$ cat src/rtl/seq_alu.sv
// Sequential ALU: single-cycle logic/arith/shift ops, plus iterative shift-add
// MULTU and restoring DIVU that share one working datapath and write HI/LO.
module seq_alu #(
  parameter int WIDTH = 32,
  parameter int SHW   = 5
) (
  input  logic             clk,
  input  logic             reset,
  input  logic             start,
  input  logic [3:0]       ALUOperation,
  input  logic [WIDTH-1:0] A,
  input  logic [WIDTH-1:0] B,
  input  logic [SHW-1:0]   shamt,
  output logic             busy,
  output logic             done,
  output logic [WIDTH-1:0] ALUResult,
  output logic             Zero,
  output logic             Overflow,
  output logic [WIDTH-1:0] HI,
  output logic [WIDTH-1:0] LO
);

  typedef enum logic [1:0] {IDLE, MUL, DIV} state_t;

  localparam logic [3:0] OP_AND   = 4'b0000;
  localparam logic [3:0] OP_OR    = 4'b0001;
  localparam logic [3:0] OP_NOR   = 4'b0010;
  localparam logic [3:0] OP_ADD   = 4'b0011;
  localparam logic [3:0] OP_SUB   = 4'b0100;
  localparam logic [3:0] OP_SLL   = 4'b0101;
  localparam logic [3:0] OP_SRL   = 4'b0110;
  localparam logic [3:0] OP_SRA   = 4'b0111;
  localparam logic [3:0] OP_SLT   = 4'b1000;
  localparam logic [3:0] OP_MULTU = 4'b1001;
  localparam logic [3:0] OP_DIVU  = 4'b1010;
  localparam logic [3:0] OP_MFHI  = 4'b1011;
  localparam logic [3:0] OP_MFLO  = 4'b1100;

  state_t           r_state, w_nextState;
  logic [SHW-1:0]   r_count;
  logic [WIDTH-1:0] r_upper, r_lower, r_opnd;
  logic [WIDTH-1:0] r_result, r_hi, r_lo;
  logic             r_done, r_zero, r_ovf;

  logic             w_last;
  logic [WIDTH-1:0] w_sum, w_diff, w_aluRes;
  logic             w_aluOvf;
  logic [WIDTH:0]   w_mulSum, w_divShift, w_divTrial;
  logic             w_divOk;
  logic [WIDTH-1:0] w_nextUpper, w_nextLower;

  assign w_last = (r_count == SHW'(WIDTH - 1));

  always_ff @(posedge clk) begin
    if (!reset) r_state <= IDLE;
    else        r_state <= w_nextState;
  end

  always_comb begin
    w_nextState = r_state;
    case (r_state)
      IDLE: begin
        if (start && ALUOperation == OP_MULTU)     w_nextState = MUL;
        else if (start && ALUOperation == OP_DIVU) w_nextState = DIV;
      end
      MUL, DIV: if (w_last) w_nextState = IDLE;
      default:  w_nextState = IDLE;
    endcase
  end

  assign w_sum  = A + B;
  assign w_diff = A - B;

  always_comb begin
    w_aluRes = '0;
    w_aluOvf = 1'b0;
    case (ALUOperation)
      OP_AND: w_aluRes = A & B;
      OP_OR:  w_aluRes = A | B;
      OP_NOR: w_aluRes = ~(A | B);
      OP_ADD: begin
        w_aluRes = w_sum;
        w_aluOvf = (A[WIDTH-1] == B[WIDTH-1]) && (w_sum[WIDTH-1] != A[WIDTH-1]);
      end
      OP_SUB: begin
        w_aluRes = w_diff;
        w_aluOvf = (A[WIDTH-1] != B[WIDTH-1]) && (w_diff[WIDTH-1] != A[WIDTH-1]);
      end
      OP_SLL:  w_aluRes = B << shamt;
      OP_SRL:  w_aluRes = B >> shamt;
      OP_SRA:  w_aluRes = $signed(B) >>> shamt;
      OP_SLT:  w_aluRes = {{(WIDTH-1){1'b0}}, ($signed(A) < $signed(B))};
      OP_MFHI: w_aluRes = r_hi;
      OP_MFLO: w_aluRes = r_lo;
      default: w_aluRes = '0;
    endcase
  end

  // Upper holds partial product / remainder, lower holds multiplier / quotient.
  assign w_mulSum   = {1'b0, r_upper} + (r_lower[0] ? {1'b0, r_opnd} : '0);
  assign w_divShift = {r_upper, r_lower[WIDTH-1]};
  assign w_divTrial = w_divShift - {1'b0, r_opnd};
  assign w_divOk    = ~w_divTrial[WIDTH];

  always_comb begin
    w_nextUpper = w_mulSum[WIDTH:1];
    w_nextLower = {w_mulSum[0], r_lower[WIDTH-1:1]};
    if (r_state == DIV) begin
      w_nextUpper = w_divOk ? w_divTrial[WIDTH-1:0] : w_divShift[WIDTH-1:0];
      w_nextLower = {r_lower[WIDTH-2:0], w_divOk};
    end
  end

  always_ff @(posedge clk) begin
    if (!reset) begin
      r_count  <= '0;
      r_upper  <= '0;
      r_lower  <= '0;
      r_opnd   <= '0;
      r_result <= '0;
      r_hi     <= '0;
      r_lo     <= '0;
      r_done   <= 1'b0;
      r_zero   <= 1'b1;
      r_ovf    <= 1'b0;
    end else begin
      r_done <= 1'b0;
      if (r_state == IDLE) begin
        if (start) begin
          r_count <= '0;
          if (ALUOperation == OP_MULTU) begin
            r_upper <= '0;
            r_lower <= B;
            r_opnd  <= A;
          end else if (ALUOperation == OP_DIVU) begin
            r_upper <= '0;
            r_lower <= A;
            r_opnd  <= B;
          end else begin
            r_result <= w_aluRes;
            r_zero   <= (w_aluRes == '0);
            r_ovf    <= w_aluOvf;
            r_done   <= 1'b1;
          end
        end
      end else begin
        r_upper <= w_nextUpper;
        r_lower <= w_nextLower;
        r_count <= r_count + SHW'(1);
        if (w_last) begin
          r_hi     <= w_nextUpper;
          r_lo     <= w_nextLower;
          r_result <= w_nextLower;
          r_zero   <= (w_nextLower == '0);
          r_ovf    <= 1'b0;
          r_done   <= 1'b1;
        end
      end
    end
  end

  assign busy      = (r_state != IDLE);
  assign done      = r_done;
  assign ALUResult = r_result;
  assign Zero      = r_zero;
  assign Overflow  = r_ovf;
  assign HI        = r_hi;
  assign LO        = r_lo;

endmodule

$ cat config.mk
export PLATFORM = sky130hd
export DESIGN_NAME = seq_alu
export DESIGN_NICKNAME = d
export VERILOG_FILES = /design/src/rtl/seq_alu.sv
export SDC_FILE = /design/constraint.sdc
export NUM_CORES = 1
export LEC_CHECK = 0
export ABC_AREA = 1
export BUFFER_PORTS_ARGS = -buffer_cell sky130_fd_sc_hd__buf_2
export CELL_PAD_IN_SITES_DETAIL_PLACEMENT = 0
export CELL_PAD_IN_SITES_GLOBAL_PLACEMENT = 1
export CORE_ASPECT_RATIO = 1.1
export CORE_MARGIN = 4
export CORE_UTILIZATION = 38
export DETAILED_ROUTE_END_ITERATION = 8
export PLACE_DENSITY = 0.81
export SYNTH_ARGS = -nofsm -noshare
export SYNTH_HDL_FRONTEND = slang
export SYNTH_SLANG_ARGS = --single-unit
$ cat constraint.sdc
create_clock -name clk -period 5.72 [get_ports clk]
set_input_delay 0.286 -clock clk [delete_from_list [all_inputs] [get_ports clk]]
set_output_delay 0.286 -clock clk [all_outputs]
set_load 0.1 [all_outputs]
==> metrics.yaml, run 1 <==
status:
  status: "finished clean"
worst_setup_path:
  r2r_setup_slack_ns: 1.98
  path_class: "register to register"
  rr_worst_depth: 18
  cp-end-kind: "register"
  critPathRequiredTime_ns: 6.17
  cp_slowest_stage_delay_ns: 0.69
  crit_chain: "nand2_1 > inv_1 > ha_1 > fa_1 > nand2_1 > nand2_1 > o21ai_0 > o21ai_0 > inv_1 > o21bai_1 > a21oi_1 > inv_1 > nand2_1 > nand2_1 > nor2_1 > o21ai_0 > nand3_1 > a21oi_1"
  critPathLaunchType: "register"
  critPathMostFrequentCell: "nand2_1"
  r2r_end: "r_upper[19]"
  critPathArrivalTime_ns: 4.19
  r2r-start: "r_lower[0]"
  critPathSlowestCell: "o21ai_0"
  critPathMaxFanout: 11
global_route:
  grt_pass1_wl_um: 189700
  antenna_found_initial: 5
  overflow: 0
  grt_pass1_vias: 27780
  track_usage_pct: 37.90
  grt_max_degree: 96
drt:
  firstDrtPassIters: 6
  drt_iter0_drc: 3466
  vias: 30180
  wl_per_cell_um: 25.02
  routed_wl_um: 132600
  vias_per_cell: 5.696
  antenna_left: 0
  drc: 0
yosys:
  synth-seq-area-share_pct: 16.81
  synth.most_common_cell: "nand2_1"
  synth_nets: 4659
  synth_top_area_share_pct: 21.39
  ys_warn_count: 0
  synth_top_area_cell: "nand2_1"
  synth_edf_count: 0
  async_reset_ff_share_pct: 0
  netlist-cell-type-count: 49
  ys_ff_latch: 202
  syn_area_sq_um: 24060
  synthTopCellsByCount: "nand2_1, inv_1, nand3_1"
  synthCells: 4403
  ys_top_cells_by_area: "nand2_1, dfxtp_1, nand3_1"
  syn_area_per_cell_sq_um: 5.464
  ys.flop_type: "dfxtp_1"
floorplanning:
  die_area_sq_um: 67400
  core-area_sq_um: 62580
  die_x_um: 247.9
  rows: 96
  die_h_um: 271.9
  start_util_pct: 38.44
  ioPinCount: 176
sta:
  setup_ws_ns: 1.977
  slew_headroom_pct: 28.21
  fmax_mhz: 267.2
  finalSetupViolCount: 0
  hold_viol_final: 0
  fin_crit_ns: 3.743
  finalSetupTns_ns: 0
  worst_pin_slew_ns: 1.066
  slew_viol_final: 0
  fin_skew_ns: 0.04080
  grt_setup_unrepaired: "no"
  min_period_over_period_pct: 65.44
run:
  drv_cap: 0
cells_and_area:
  drive_gt1_share_pct: 7.168
  nets: 4703
  design_area_sq_um: 26380
  area_delta_synth_final_pct: 9.658
  utilization_pct: 42.15
clock_network:
  cts_sinks: 202
  post_cts_buffers: 0
  clockBufferDepth: 3
  clkLatencyLatePin_ns: 0.56
  cts_resized: 0
  htree_levels: 1
  hold_buffers: 0
  cts_tree: "yes"
  root_buffer: "clkbuf_16"
  numCtsBuffers: 23
  clk_pin_slew_worst_paths_ns: 0.06
placement:
  postPlaceCellArea_sq_um: 25580
  hpwl_um: 107800
  portBuffers: 175
  gp_congestion: 1.079
  place_ws_ns: 1.646
hold_path:
  hold_start: "A[9]"
  hold_depth: 3
  hold_path.class: "input pin to register"
  hold-path-endpoint: "r_opnd[9]"
power:
  p_leak_nw: 13.86
  powerDensity_nw_per_um2: 353.7
  vdd_ir_drop_max_mv: 0.4266
[cell type report]
cell class | instances | area, sq um
Antenna cell | 1 | 2.502
Inverter | 584 | 2192
Sequential cell | 202 | 4044
Clock inverter | 12 | 151.4
Fill cell | 7183 | 36200
Tap cell | 833 | 1042
Timing Repair Buffer | 221 | 1236
Multi-Input combinational cell | 3415 | 17070
Clock buffer | 30 | 641.9
[registers in the layout (all words and copies together) (netlist names), 2 cells and up]
signal	cells
r_state	2
r_opnd	32
r_count	5
LO	32
r_lower	32
ALUResult	32
HI	32
r_upper	32
[cell families (layout without fill, tap and decap cells)]
group                      count (synthesis)  in the layout  share of synthesized area, %
and+or+nand+nor                         2370           2370                         40.85
DFF                                      202            202                         16.81
xor gates and xnor gates                  36             36                         1.420
adders and majority gates                180            180                         9.487
buffers and inverters                    786            847                         12.45
muxes                                     13             13                        0.5461
other                                      0              1                             0
AOI/OAI and AO/OA                        816            816                         18.43
[through the flow]
step                      hold slack (ns)  power [mW]  cells
final                             0.06631       9.330   5298
after global routing              0.07010       9.924   5297
after CTS                         0.04680       9.273   5297
after detailed placement           0.4535       7.669   5255
after global placement             0.4508       7.680   5255
after floorplan                    0.4284       5.907   4403
[critical path, delay by kind of cell, from the launching register on]
kind / cells / cell delay [ns]
AO/OA/AOI/OAI: 6 / 1.77
adder cells (fa/ha/maj): 2 / 0.40
buffers and inverters: 3 / 0.29
flip-flops: 1 / 0.58
AND/OR/NAND/NOR: 7 / 0.61
[cells in the final DEF (no fill, tap or decap), types with 11 or more instances in the layout]
| cell type | Yosys | final |
|---|---|---|
| nand2_1 | 1371 | 1371 |
| inv_1 | 577 | 575 |
| nand3_1 | 510 | 510 |
| nor2_1 | 363 | 356 |
| o21ai_0 | 346 | 346 |
| a21oi_1 | 309 | 309 |
| dfxtp_1 | 202 | 202 |
| ha_1 | 176 | 174 |
| buf_2 | 24 | 174 |
| a31oi_1 | 72 | 72 |
| buf_4 | 0 | 46 |
| nand4_1 | 44 | 44 |
| or2_2 | 29 | 29 |
| nor3_1 | 25 | 25 |
| clkbuf_16 | 0 | 23 |
| xor2_1 | 20 | 20 |
| o211ai_1 | 19 | 19 |
| xnor2_1 | 14 | 14 |
| mux2i_1 | 12 | 12 |
| o21bai_1 | 11 | 11 |
| and2_1 | 11 | 11 |
[layer usage]
layer  part of all wire [%]  vias to the layer above  track usage, %
li1                       -                    14360               -
met1                     40                    13940           49.71
met2                     44                     1567           60.59
met3                    8.9                      298           5.179
met4                    6.4                        4           19.41
met5                  0.020                        -               0
[report_power, final]
group | switching (mW) | internal [mW]
logic | 4.34 | 1.56
registers | 0.225 | 1.60
clock network | 0.669 | 0.932
[worst max path at each step]
stage / start / end / slack (ns)
floorplan: r_lower[0] / r_upper[19] / 3.07
global placement: shamt[0] / Zero / 1.59
detailed placement: shamt[0] / Zero / 1.65
CTS: r_lower[0] / r_upper[19] / 2.00
global route: r_lower[0] / r_upper[19] / 1.73
finish: r_lower[0] / r_upper[19] / 1.98
Note: power is estimated with default switching activity, not from simulation.
==> run 2, diff against run 1 <==
ABC_AREA = 0   (was 1)
PLACE_DENSITY = 0.76   (was 0.81)
clock period = 3.5 ns   (was 5.72 ns; I/O delays follow)
==> run 2 against run 1 <==
Net effect: the flow now finishes with violations (negative setup slack); synthesized cell count is 29% lower; first-iteration DRC count decreased by 18%; worst setup slack worse by 2.0 ns; clock-buffer cell count shrank 6; sequential power up 32%; via count down 3.9%; register-to-register slack got worse by 2.0 ns; routed wire length decreased by 1.0%; hold slack gained 0.098 ns; clock power is 34% higher; global-route usage shrank 0.40 points; critical endpoint is now r_upper[29].
==> metrics.yaml, run 2 <==
status:
  status: "finished, violations left"
  violations: "negative setup slack"
worst_setup_path:
  critPathArrivalTime_ns: 3.98
  critPathLaunchType: "register"
  cp-end-kind: "register"
  r2r_setup_slack_ns: -0.06
  path_class: "register to register"
  critPathRequiredTime_ns: 3.92
  critPathMaxFanout: 7
clock_network:
  htree_levels: 1
  cts_sinks: 202
  clockBufferDepth: 3
  clkLatencyLatePin_ns: 0.51
  hold_buffers: 0
  root_buffer: "clkbuf_16"
  clk_pin_slew_worst_paths_ns: 0.07
  cts_tree: "yes"
  numCtsBuffers: 20
floorplanning:
  ioPinCount: 176
  die_x_um: 246.1
  rows: 95
  core-area_sq_um: 61450
  start_util_pct: 38.57
  die_area_sq_um: 66440
  die_h_um: 269.9
drt:
  drt_iter0_drc: 2825
  routed_wl_um: 131200
  antenna_left: 0
  wl_per_cell_um: 27.83
  vias: 29000
  firstDrtPassIters: 6
  vias_per_cell: 6.149
  drc: 0
sta:
  worst_pin_slew_ns: 1.182
  min_period_over_period_pct: 101.7
  slew_headroom_pct: 20.11
  fin_skew_ns: 0.01366
  hold_viol_final: 0
  hold_slack_ns: 0.1639
  setup_ws_ns: -0.05874
  slew_viol_final: 0
  grt_setup_unrepaired: "yes"
  fmax_mhz: 281.0
  finalSetupTns_ns: -0.1496
  fin_crit_ns: 3.559
  finalSetupViolCount: 6
yosys:
  synthCells: 3125
  ys_top_cells_by_area: "dfxtp_1, ha_1, mux2i_1"
  synth_nets: 3381
  synth_edf_count: 0
  synth.most_common_cell: "nand2_1"
  netlist-cell-type-count: 98
  ys_ff_latch: 202
  synth_top_area_cell: "dfxtp_1"
  ys_warn_count: 0
  synth_top_area_share_pct: 17.06
  async_reset_ff_share_pct: 0
  syn_area_sq_um: 23700
  ys.flop_type: "dfxtp_1"
  synthTopCellsByCount: "nand2_1, a21oi_1, nor2_1"
  syn_area_per_cell_sq_um: 7.585
  synth-seq-area-share_pct: 17.06
placement:
  gp_congestion: 1.154
  place_ws_ns: -0.7624
  hpwl_um: 107700
  portBuffers: 175
cells_and_area:
  final_common_cell: "buf_4"
  final_cell_mix: "buf_4, nand2_1, a21oi_1, nor2_1, dfxtp_1"
  nets: 4136
  n_antenna_cell: 0
  area_delta_synth_final_pct: 35.69
  drive_gt1_share_pct: 32.01
global_route:
  grt_pass1_wl_um: 188700
  antenna_found_initial: 2
  overflow: 0
  track_usage_pct: 37.50
  grt_max_degree: 78
  grt_pass1_vias: 28360
hold_path:
  hold_path.class: "input pin to register"
power:
  power_mw: 8.870
  powerDensity_nw_per_um2: 275.8
  vdd_ir_drop_max_mv: 0.2304
  p_leak_nw: 15.17
run:
  drv_cap: 0
[run 2: cell count changes in the layout (fill, tap and decap cells not counted), moves of 71 or more]
cell     change
nand2_1   -1039
buf_4      +750
nand3_1    -448
inv_1      -424
o21ai_0    -201
nor2_1     -144
mux2i_1    +123
a21oi_1     -73
nor2b_1     +73
o211a_1     +71
[run 2: metal layers]
layer  global-route usage, %  share of wire (%)  vias up
met3                   5.560                7.5      374
li1                        -                  -    13110
met5                       0                  0        -
met4                   20.58                7.0        0
met1                   48.16                 40    14030
met2                   60.33                 45     1488
[run 2: logic make-up after synthesis]
group	synth area share [%]
xor+xnor	2.254
mux	12.38
buf+inv	7.395
compound gates	30.64
flops	17.06
simple gates	20.64
fa+ha+maj	9.628
[run 2: critical path, cell delays in order (launching register included)]
cell and delay, ns:
dfxtp_2 0.33, buf_6 0.14, buf_12 0.12, buf_12 0.11, and2_4 0.16, ha_4 0.21
and3_1 0.19, a221oi_2 0.27, o21ai_1 0.10, or2_4 0.29, a21oi_4 0.24, o221ai_4 0.15
nor3_2 0.15, o21ai_2 0.12, a41oi_2 0.30, o311ai_2 0.15, or3_1 0.33, o311ai_1 0.09
[run 2: what timing repair did]
item | CTS | global route
pin swaps | 10 | 30
setup endpoints to repair | 63 | 75
setup buffers | 3 | 19
resized for setup | 35 | 106
[run 2: report_power, final]
group / switching, mW / internal [mW]
sequential: 0.0583 / 2.36
combinational: 2.49 / 1.81
clock: 1.00 / 1.15
[run 2: worst paths after layout]
check                      from             to  cells past startpoint
setup reg to reg     r_lower[0]    r_upper[29]                     17
setup / recovery     r_lower[0]    r_upper[29]                     17
hold / removal            A[27]    r_lower[27]                      5
hold reg to reg   ALUResult[22]  ALUResult[22]                      2
[run 2: area by class of cell]
cell class                      instances  area (sq um)
Fill cell                            5949         29290
Multi-Input combinational cell       2506         18560
Timing Repair Buffer                  992          7297
Sequential cell                       202          4054
Tap cell                              824          1031
Inverter                              158         596.8
Clock buffer                           24         556.8
Clock inverter                         10         70.07
[run 2: per-stage QoR]
step / util (%) / cell area (sq um) / instances
after global routing: 52.34 / 32160 / 4716
final: 52.34 / 32160 / 4716
after floorplan: - / 23710 / 3125
after CTS: 51.41 / 31590 / 4701
after detailed placement: 50.10 / 30790 / 4664
after global placement: 50.10 / 30790 / 4664
